File: src/rtl/mips_multicycle_ctrl_if.sv
// Control and memory-handshake bundle between the multicycle MIPS controller and its datapath.
// The controller drives the mux selects and strobes; the datapath returns opcode and mem_ready.
interface mips_multicycle_ctrl_if;
  logic [5:0] opcode;
  logic       mem_ready;
  logic       mem_req;
  logic       mem_write;
  logic       i_or_d;
  logic       ir_write;
  logic       pc_write;
  logic       branch;
  logic [1:0] pc_src;
  logic       alu_src_a;
  logic [1:0] alu_src_b;
  logic [1:0] alu_op;
  logic       reg_write;
  logic       reg_dst;
  logic       mem_to_reg;

  modport master (
    input  opcode, mem_ready,
    output mem_req, mem_write, i_or_d, ir_write, pc_write, branch, pc_src,
           alu_src_a, alu_src_b, alu_op, reg_write, reg_dst, mem_to_reg
  );

  modport slave (
    output opcode, mem_ready,
    input  mem_req, mem_write, i_or_d, ir_write, pc_write, branch, pc_src,
           alu_src_a, alu_src_b, alu_op, reg_write, reg_dst, mem_to_reg
  );
endinterface

File: src/rtl/mips_multicycle_ctrl.sv
// Main sequencing FSM for the multicycle MIPS datapath, with memory stall handshake
// and a wrapping retired-instruction counter.
//
// state    | meaning
// FETCH    | read instruction at PC, PC += 4 when memory completes
// DECODE   | read registers, precompute branch target
// MEMADR   | effective address for lw/sw
// MEMRD    | data read, wait for memory
// MEMWB    | load result into rt
// MEMWR    | data write, wait for memory
// EXECUTE  | R-type ALU operation
// ALUWB    | R-type result into rd
// BRANCH   | beq compare and conditional PC load
// ADDIEX   | addi ALU operation
// ADDIWB   | addi result into rt
// JUMP     | PC <= jump target
module mips_multicycle_ctrl #(
  parameter int CNT_W = 32
) (
  input  logic                 clk,
  input  logic                 rst_n,
  mips_multicycle_ctrl_if.master bus,
  output logic                 illegal_op,
  output logic                 instr_retired,
  output logic [CNT_W-1:0]     instr_count,
  output logic [3:0]           state_dbg
);

  typedef enum logic [3:0] {
    S_FETCH   = 4'd0,
    S_DECODE  = 4'd1,
    S_MEMADR  = 4'd2,
    S_MEMRD   = 4'd3,
    S_MEMWB   = 4'd4,
    S_MEMWR   = 4'd5,
    S_EXECUTE = 4'd6,
    S_ALUWB   = 4'd7,
    S_BRANCH  = 4'd8,
    S_ADDIEX  = 4'd9,
    S_ADDIWB  = 4'd10,
    S_JUMP    = 4'd11
  } state_t;

  localparam logic [5:0] OP_RTYPE = 6'h00;
  localparam logic [5:0] OP_J     = 6'h02;
  localparam logic [5:0] OP_BEQ   = 6'h04;
  localparam logic [5:0] OP_ADDI  = 6'h08;
  localparam logic [5:0] OP_LW    = 6'h23;
  localparam logic [5:0] OP_SW    = 6'h2B;

  state_t state;
  logic   legal_op;

  assign legal_op  = bus.opcode inside {OP_RTYPE, OP_J, OP_BEQ, OP_ADDI, OP_LW, OP_SW};
  assign state_dbg = state;

  always_ff @(posedge clk) begin
    if (!rst_n) begin
      state       <= S_FETCH;
      instr_count <= '0;
    end else begin
      if (instr_retired)
        instr_count <= instr_count + CNT_W'(1);
      case (state)
        S_FETCH:   if (bus.mem_ready) state <= S_DECODE;
        S_DECODE: begin
          case (bus.opcode)
            OP_LW, OP_SW: state <= S_MEMADR;
            OP_RTYPE:     state <= S_EXECUTE;
            OP_BEQ:       state <= S_BRANCH;
            OP_ADDI:      state <= S_ADDIEX;
            OP_J:         state <= S_JUMP;
            default:      state <= S_FETCH;
          endcase
        end
        // opcode is still held by the instruction register here
        S_MEMADR:  state <= (bus.opcode == OP_SW) ? S_MEMWR : S_MEMRD;
        S_MEMRD:   if (bus.mem_ready) state <= S_MEMWB;
        S_MEMWR:   if (bus.mem_ready) state <= S_FETCH;
        S_EXECUTE: state <= S_ALUWB;
        S_ADDIEX:  state <= S_ADDIWB;
        default:   state <= S_FETCH;
      endcase
    end
  end

  always_comb begin
    bus.mem_req    = 1'b0;
    bus.mem_write  = 1'b0;
    bus.i_or_d     = 1'b0;
    bus.ir_write   = 1'b0;
    bus.pc_write   = 1'b0;
    bus.branch     = 1'b0;
    bus.pc_src     = 2'b00;
    bus.alu_src_a  = 1'b0;
    bus.alu_src_b  = 2'b00;
    bus.alu_op     = 2'b00;
    bus.reg_write  = 1'b0;
    bus.reg_dst    = 1'b0;
    bus.mem_to_reg = 1'b0;
    illegal_op     = 1'b0;
    instr_retired  = 1'b0;
    if (rst_n) begin
      case (state)
        S_FETCH: begin
          bus.mem_req   = 1'b1;
          bus.alu_src_b = 2'b01;
          bus.ir_write  = bus.mem_ready;
          bus.pc_write  = bus.mem_ready;
        end
        S_DECODE: begin
          bus.alu_src_b = 2'b11;
          illegal_op    = !legal_op;
        end
        S_MEMADR: begin
          bus.alu_src_a = 1'b1;
          bus.alu_src_b = 2'b10;
        end
        S_MEMRD: begin
          bus.mem_req = 1'b1;
          bus.i_or_d  = 1'b1;
        end
        S_MEMWB: begin
          bus.reg_write  = 1'b1;
          bus.mem_to_reg = 1'b1;
          instr_retired  = 1'b1;
        end
        S_MEMWR: begin
          bus.mem_req   = 1'b1;
          bus.mem_write = 1'b1;
          bus.i_or_d    = 1'b1;
          instr_retired = bus.mem_ready;
        end
        S_EXECUTE: begin
          bus.alu_src_a = 1'b1;
          bus.alu_op    = 2'b10;
        end
        S_ALUWB: begin
          bus.reg_write = 1'b1;
          bus.reg_dst   = 1'b1;
          instr_retired = 1'b1;
        end
        S_BRANCH: begin
          bus.alu_src_a = 1'b1;
          bus.alu_op    = 2'b01;
          bus.branch    = 1'b1;
          bus.pc_src    = 2'b01;
          instr_retired = 1'b1;
        end
        S_ADDIEX: begin
          bus.alu_src_a = 1'b1;
          bus.alu_src_b = 2'b10;
        end
        S_ADDIWB: begin
          bus.reg_write = 1'b1;
          instr_retired = 1'b1;
        end
        S_JUMP: begin
          bus.pc_write  = 1'b1;
          bus.pc_src    = 2'b10;
          instr_retired = 1'b1;
        end
        default: ;
      endcase
    end
  end

endmodule

File: src/flat_wrapper.sv
// flat-port wrapper written by rule: the top's interface ports become plain ports
module mips_multicycle_ctrl_flat 
#(
  parameter int CNT_W = 32
)
  (clk, rst_n, illegal_op, instr_retired, instr_count, state_dbg, bus_opcode, bus_mem_ready, bus_mem_req, bus_mem_write, bus_i_or_d, bus_ir_write, bus_pc_write, bus_branch, bus_pc_src, bus_alu_src_a, bus_alu_src_b, bus_alu_op, bus_reg_write, bus_reg_dst, bus_mem_to_reg);
  mips_multicycle_ctrl_if bus_i ();
  input  logic clk;
  input  logic rst_n;
  output logic illegal_op;
  output logic instr_retired;
  output logic [CNT_W-1:0] instr_count;
  output logic [3:0] state_dbg;
  input wire logic [$bits(bus_i.opcode)-1:0] bus_opcode;
  input wire logic [$bits(bus_i.mem_ready)-1:0] bus_mem_ready;
  output wire logic [$bits(bus_i.mem_req)-1:0] bus_mem_req;
  output wire logic [$bits(bus_i.mem_write)-1:0] bus_mem_write;
  output wire logic [$bits(bus_i.i_or_d)-1:0] bus_i_or_d;
  output wire logic [$bits(bus_i.ir_write)-1:0] bus_ir_write;
  output wire logic [$bits(bus_i.pc_write)-1:0] bus_pc_write;
  output wire logic [$bits(bus_i.branch)-1:0] bus_branch;
  output wire logic [$bits(bus_i.pc_src)-1:0] bus_pc_src;
  output wire logic [$bits(bus_i.alu_src_a)-1:0] bus_alu_src_a;
  output wire logic [$bits(bus_i.alu_src_b)-1:0] bus_alu_src_b;
  output wire logic [$bits(bus_i.alu_op)-1:0] bus_alu_op;
  output wire logic [$bits(bus_i.reg_write)-1:0] bus_reg_write;
  output wire logic [$bits(bus_i.reg_dst)-1:0] bus_reg_dst;
  output wire logic [$bits(bus_i.mem_to_reg)-1:0] bus_mem_to_reg;
  assign bus_i.opcode = bus_opcode;
  assign bus_i.mem_ready = bus_mem_ready;
  assign bus_mem_req = bus_i.mem_req;
  assign bus_mem_write = bus_i.mem_write;
  assign bus_i_or_d = bus_i.i_or_d;
  assign bus_ir_write = bus_i.ir_write;
  assign bus_pc_write = bus_i.pc_write;
  assign bus_branch = bus_i.branch;
  assign bus_pc_src = bus_i.pc_src;
  assign bus_alu_src_a = bus_i.alu_src_a;
  assign bus_alu_src_b = bus_i.alu_src_b;
  assign bus_alu_op = bus_i.alu_op;
  assign bus_reg_write = bus_i.reg_write;
  assign bus_reg_dst = bus_i.reg_dst;
  assign bus_mem_to_reg = bus_i.mem_to_reg;
  mips_multicycle_ctrl #(.CNT_W(CNT_W)) u_core (.clk(clk), .rst_n(rst_n), .bus(bus_i), .illegal_op(illegal_op), .instr_retired(instr_retired), .instr_count(instr_count), .state_dbg(state_dbg));
endmodule
File: config.mk
export PLATFORM = sky130hd
export DESIGN_NAME = mips_multicycle_ctrl_flat
export DESIGN_NICKNAME = d
export VERILOG_FILES = /design/src/rtl/mips_multicycle_ctrl_if.sv /design/src/rtl/mips_multicycle_ctrl.sv /design/src/flat_wrapper.sv
export SDC_FILE = /design/constraint.sdc
export NUM_CORES = 1
export LEC_CHECK = 0
export BUFFER_PORTS_ARGS = -buffer_cell sky130_fd_sc_hd__clkbuf_2
export CORE_ASPECT_RATIO = 1.5
export CORE_MARGIN = 2
export CORE_UTILIZATION = 46
export CTS_CLUSTER_SIZE = 30
export DETAILED_ROUTE_END_ITERATION = 16
export PLACE_DENSITY = 0.73
export SYNTH_ARGS = -nofsm -noshare
export SYNTH_HDL_FRONTEND = slang
export SYNTH_SLANG_ARGS = --single-unit
File: constraint.sdc
create_clock -name clk -period 2.2 [get_ports clk]
set_input_delay 0.33 -clock clk [delete_from_list [all_inputs] [get_ports clk]]
set_output_delay 0.33 -clock clk [all_outputs]
set_load 0.01 [all_outputs]
Word level (Yosys, flattened, before mapping)
Index checks and enable logic that the tools add are counted.
Operators by class
  add/sub/neg operators: 1
  multiply operators: 0
  div/mod/pow operators: 0
  $lt $le $gt $ge: 0
  equal/unequal tests: 19
  shift-type cells: 0
  mux-type cells: 36
  bitwise gates (word level): 0
  reduce and logical (&&, ||, !) cells: 12
Operators by type and width (count)
  $add A32 B1 Y32 const B: 1
  $pmux W4 S7: 1
  $mux W1: 22
  $pmux W4 S5: 1
  $eq A4 B3 Y1 const B: 4
  $eq A4 B4 Y1 const B: 4
  $eq A6 B6 Y1 const B: 2
  $mux W4: 3
  $eq A4 B2 Y1 const B: 2
  $pmux W2 S2: 2
  $eq A6 B2 Y1 const B: 1
  $eq A6 B3 Y1 const B: 1
  $eq A6 B4 Y1 const B: 1
  $logic_not A6 Y1: 1
  $mux W2: 3
  $ne A2 B2 Y1 const B: 3
  $pmux W2 S3: 1
  $reduce_bool A6 Y1: 1
  $reduce_or A2 Y1: 3
  $reduce_or A3 Y1: 2
  $reduce_or A5 Y1: 1
  $eq A4 B1 Y1 const B: 1
  $logic_not A4 Y1: 1
  $pmux W1 S2: 2
  4 further kinds: 4
Storage, ports and cells
  flip-flop bits (word level): 36
  latch bits: 0
  bits in writable memories: 0
  ROM bits: 0
  input bits: 9
  output and inout port bits: 54
  memories: 0

Depth between registers and ports, before layout
  depth after elaboration: 5
  mapped depth: 8

Least setup slack after synthesis
Ideal clock, no wire load.
  path kind: reg2reg
  start: reg u_core.instr_count[10]
  end: reg u_core.instr_count[24]
  library setup time: 71 ps
  arrival time: 2184 ps
  required time: 2129 ps
  setup slack: -54 ps
  stages on the path, launching flop included: 8
  buffers on the path: 2
  cell sequence: dfxtp_1 nand4_2 or4_4 buf_6 or3_1 buf_2 or4_1 a21oi_1
On the way
  word-level cells in the longest chain between the ends: 1
Ends and longest elaborated chain
  from (decl): line mips_multicycle_ctrl.sv:25  | output logic [CNT_W-1:0] instr_count,
  from (signal assigned): line mips_multicycle_ctrl.sv:63  | instr_count <= instr_count + CNT_W'(1);
  $add A32 B1 Y32: line mips_multicycle_ctrl.sv:63
No other way between the ends.
A chain may end at the register's enable or synchronous reset.

Worst setup path after layout
  start: reg u_core.state[1], in the netlist u_core.state_dbg[1]
  end: out bus_pc_write
On the way
  word-level cells in the longest chain between the ends: 3
  elaborated cells on any way between the ends: 4
Ends and longest elaborated chain
  from (decl): line mips_multicycle_ctrl.sv:51  | state_t state;
  from (signal assigned): line mips_multicycle_ctrl.sv:77  | S_MEMADR: state <= (bus.opcode == OP_SW) ? S_MEMWR : S_MEMRD;
  $eq A4 B4 Y1 or $logic_not A4 Y1 (tied branches): line mips_multicycle_ctrl.sv:104  | case (state)
  $pmux W1 S2 *: line mips_multicycle_ctrl.sv:104
  $mux W1 *: line mips_multicycle_ctrl.sv:103  | if (rst_n) begin
  to (decl): line flat_wrapper.sv:20  | output wire logic [$bits(bus_i.pc_write)-1:0] bus_pc_write;
Mark *: on every way between the ends. The rest lies on a longest branch, timed or not.

==> key figures <==
Status
  – Status: finished, violations left
  – Failing checks: DRC

STA
  – Final Setup Violations: 0
  – Slew @ Worst Pin: 445 ps
  – Setup ws final: 95.4 ps
  – Pins Over Slew Limit: 0
  – Crit share post-route: between 90% and 100%
  – F_max: 0.475 GHz
  – Slew headroom: 70.1%
  – Tmin final: 2100 ps
  – Final Hold Fails: 0
  – Fin Clk Skew: approximately 6 ps

Worst setup path
  – CP Max Fanout: 8
  – WP data arrival: 1770 ps
  – CP startpoint kind: register
  – WP buf/inv: 2
  – Path type of the worst setup path: reg -> out
  – Worst path slowest cell: or3_1
  – Crit path max-delay family: simple AND/OR/NAND/NOR gates
  – Highest cell delay on the worst timing path: 410 ps
  – CP Capture Type: output pin
  – Crit path cell chain: buf_4 -> or3_1 -> nor4_2 -> or2_2 -> clkbuf_2
  – Worst Path Required: 1870 ps

Logic synthesis
  – Synthesized area per cell: between 7 and 8 um2
  – Synth top cells by count: 44 x nor2_1, 36 x dfxtp_1, 24 x nand2_1
  – Count leader, synth: nor2_1
  – Post-Syn Instances: 272
  – Commonest register cell after synthesis: dfxtp_1
  – EDFF count, synth: 0
  – Asr flop ratio synth: 0%
  – Post-synthesis sequential area ratio: 34.8%
  – Mapped Area: between 2000 and 2500 um2
  – Mapped Nets: 282
  – Synth Register Bits: 36
  – Synth top area share: 34.8%
  – Synth Warn #: 0
  – Area leader, netlist: dfxtp_1
  – Synth area leaders: dfxtp_1 35%, xnor2_1 8.5%, nor2_1 8.0%
  – Post-synthesis cell type count: 39

Power and ir drop
  – Logic pwr share: 7.7%
  – Pwr/cell area: 462 nW/um2
  – Register share of total power: 54.0%
  – P_sw: 308 uW
  – Maximum vdd drop: 264 uV
  – Clk pwr share: 38.3%
  – P_leak: 1.03 nW
  – Net Sw Frac: 25.3%
  – Internal: around 910 uW

Global routing
  – Number of global-route vias before repair: 2057
  – Largest net degree at the start of global routing: 32
  – Total gr overflow: 0
  – Initial antenna violation count: 0
  – Global-route wire length before repair: 8.74 mm
  – Gr usage total: 21.7%

Clock tree
  – Clock buffer depth: 2
  – CTS tree: done
  – CTS Sinks: 36
  – CTS H-tree depth: 2
  – CTS Buf Count: 5
  – Clk root buf: clkbuf_8
  – Worst-Skew Late Latency: ~290 ps
  – Setup Fix Bufs, Post-CTS: 0
  – Post-CTS Hold Buffers: 0
  – Clk slew on worst S/H paths: 80 ps

Drt
  – Routed length on met1: roughly 2.1 mm
  – Antenna viol nets, final: 0
  – Met3 routed WL: approximately 240 um
  – DRT iter0 DRCs: 79
  – Vias/cell: about 5.6
  – Top Metal Used: met4
  – Detailed Route WL: 5.20 mm
  – 1st-pass router iterations: 10
  – Routed wl met2: 2.70 mm
  – Wire per inst: 13.4 um
  – Residual DRC: 3
  – Vias: 2162

Cells and area
  – Ratio of cells with drive above 1 in the final layout: 31.4%
  – Synth-to-Final Area Change: 27.4%
  – Fillers: approximately 430
  – Final net count: 350
  – Ant. Diodes: 0
  – Non-Filler Instances: between 300 and 400

Die
  – Ports: 63
  – Initial Util: 48.3%
  – DIE HEIGHT: ~86 um
  – # rows: 29
  – Core ar.: roughly 4300 um2
  – Die Wd: slightly below 60 um
  – Die ar.: 5060 um2

Place
  – Placed Cells: 379
  – DP HPWL: 3.82 mm
  – Pre-CTS WS: 59.1 ps
  – PortBufs: 62
  – Gpl congestion: roughly 0.84

Min path
  – Worst Hold Class: in -> reg

Job
  – Max Cap Viol: 0
-- power groups by stage --
stage / sequential [mW] / combinational (mW) / clock (mW)
5_1_grt: 0.658 / 0.105 / 0.506
3_5_place_dp: 0.672 / 0.0921 / 0
6_report: 0.657 / 0.0937 / 0.467
4_1_cts: 0.657 / 0.0926 / 0.480
2_1_floorplan: 0.671 / 0.0571 / 0
3_3_place_gp: 0.672 / 0.0906 / 0
-- path summary, 6_finish.rpt --
path / start / endpoint / slack (ps) / cells past startpoint
setup reg to reg: u_core.instr_count[10] / u_core.instr_count[24] / 100 / 5
hold / removal: bus_mem_ready / u_core.state_dbg[2] / 330 / 2
hold reg to reg: u_core.instr_count[31] / u_core.instr_count[31] / 480 / 2
setup / recovery: u_core.state_dbg[1] / bus_pc_write / 100 / 5
-- layout by cell type (no fill, tap or decap), types with 3 or more instances in the layout --
cell      count
a21oi_1       6
and3_1        3
and4_1        3
buf_4        16
clkbuf_2     62
clkbuf_8      5
dfxtp_1      28
dfxtp_2       8
inv_1         7
mux2i_1       8
nand2_1      24
nand2b_1     11
nand3_1      11
nand4_1       9
nor2_1       44
nor3_1       13
nor4_1       16
nor4_2        5
o21ai_0       7
xnor2_1      20
xor2_1        6
-- state kept, by name, summed over array words and instances (netlist names) --
| signal | flops |
|---|---|
| u_core.instr_count | 32 |
| u_core.state_dbg | 4 |
-- through the flow --
step                total power [mW]  utilization, %  setup TNS (ps)  hold WS [ps]  cell area (um2)
finish                          1.22            61.6               0           331             2640
global route                    1.27            61.6           -3.14           328             2640
CTS                             1.23            60.7               0           313             2600
detailed placement             0.764            58.6               0           468             2510
global placement               0.763            58.6               0           461             2510
floorplan                      0.728               -               0           447             2080
-- cells by family after synthesis --
kind of cell    count (synthesis)  synth area share [%]
xor+xnor                       26                  11.0
buf+inv                        26                  5.32
flops                          36                  34.8
simple gates                  154                  38.2
fa+ha+maj                       1                 0.604
mux                             8                  3.87
compound gates                 21                  6.17
-- layout make-up --
| class | instances | area (um2) | share of cell area [%] |
|---|---|---|---|
| inverters | 8 | 30.0 | 1.14 |
| flip-flops and latches | 36 | 731 | 27.7 |
| clock inverters | 3 | 18.8 | 0.712 |
| clock buffers | 5 | 68.8 | 2.61 |
| well taps | 46 | 57.6 | 2.18 |
| multi-input cells | 210 | 1280 | 48.6 |
| repair buffers | 79 | 450 | 17.1 |
-- timing repair --
action / CTS / global route
gates resized for setup: 0 / 7
hold endpoints to repair: 0 / 0
endpoints found under the setup margin: 0 / 8
-- per-layer routing --
metal  GRT usage (%)  vias up
li1                -     1090
met1            25.1     1000
met2            36.6       59
met3            3.62       13
met4            12.6        0
met5               0        -
Power figures use the tool's default switching activity.
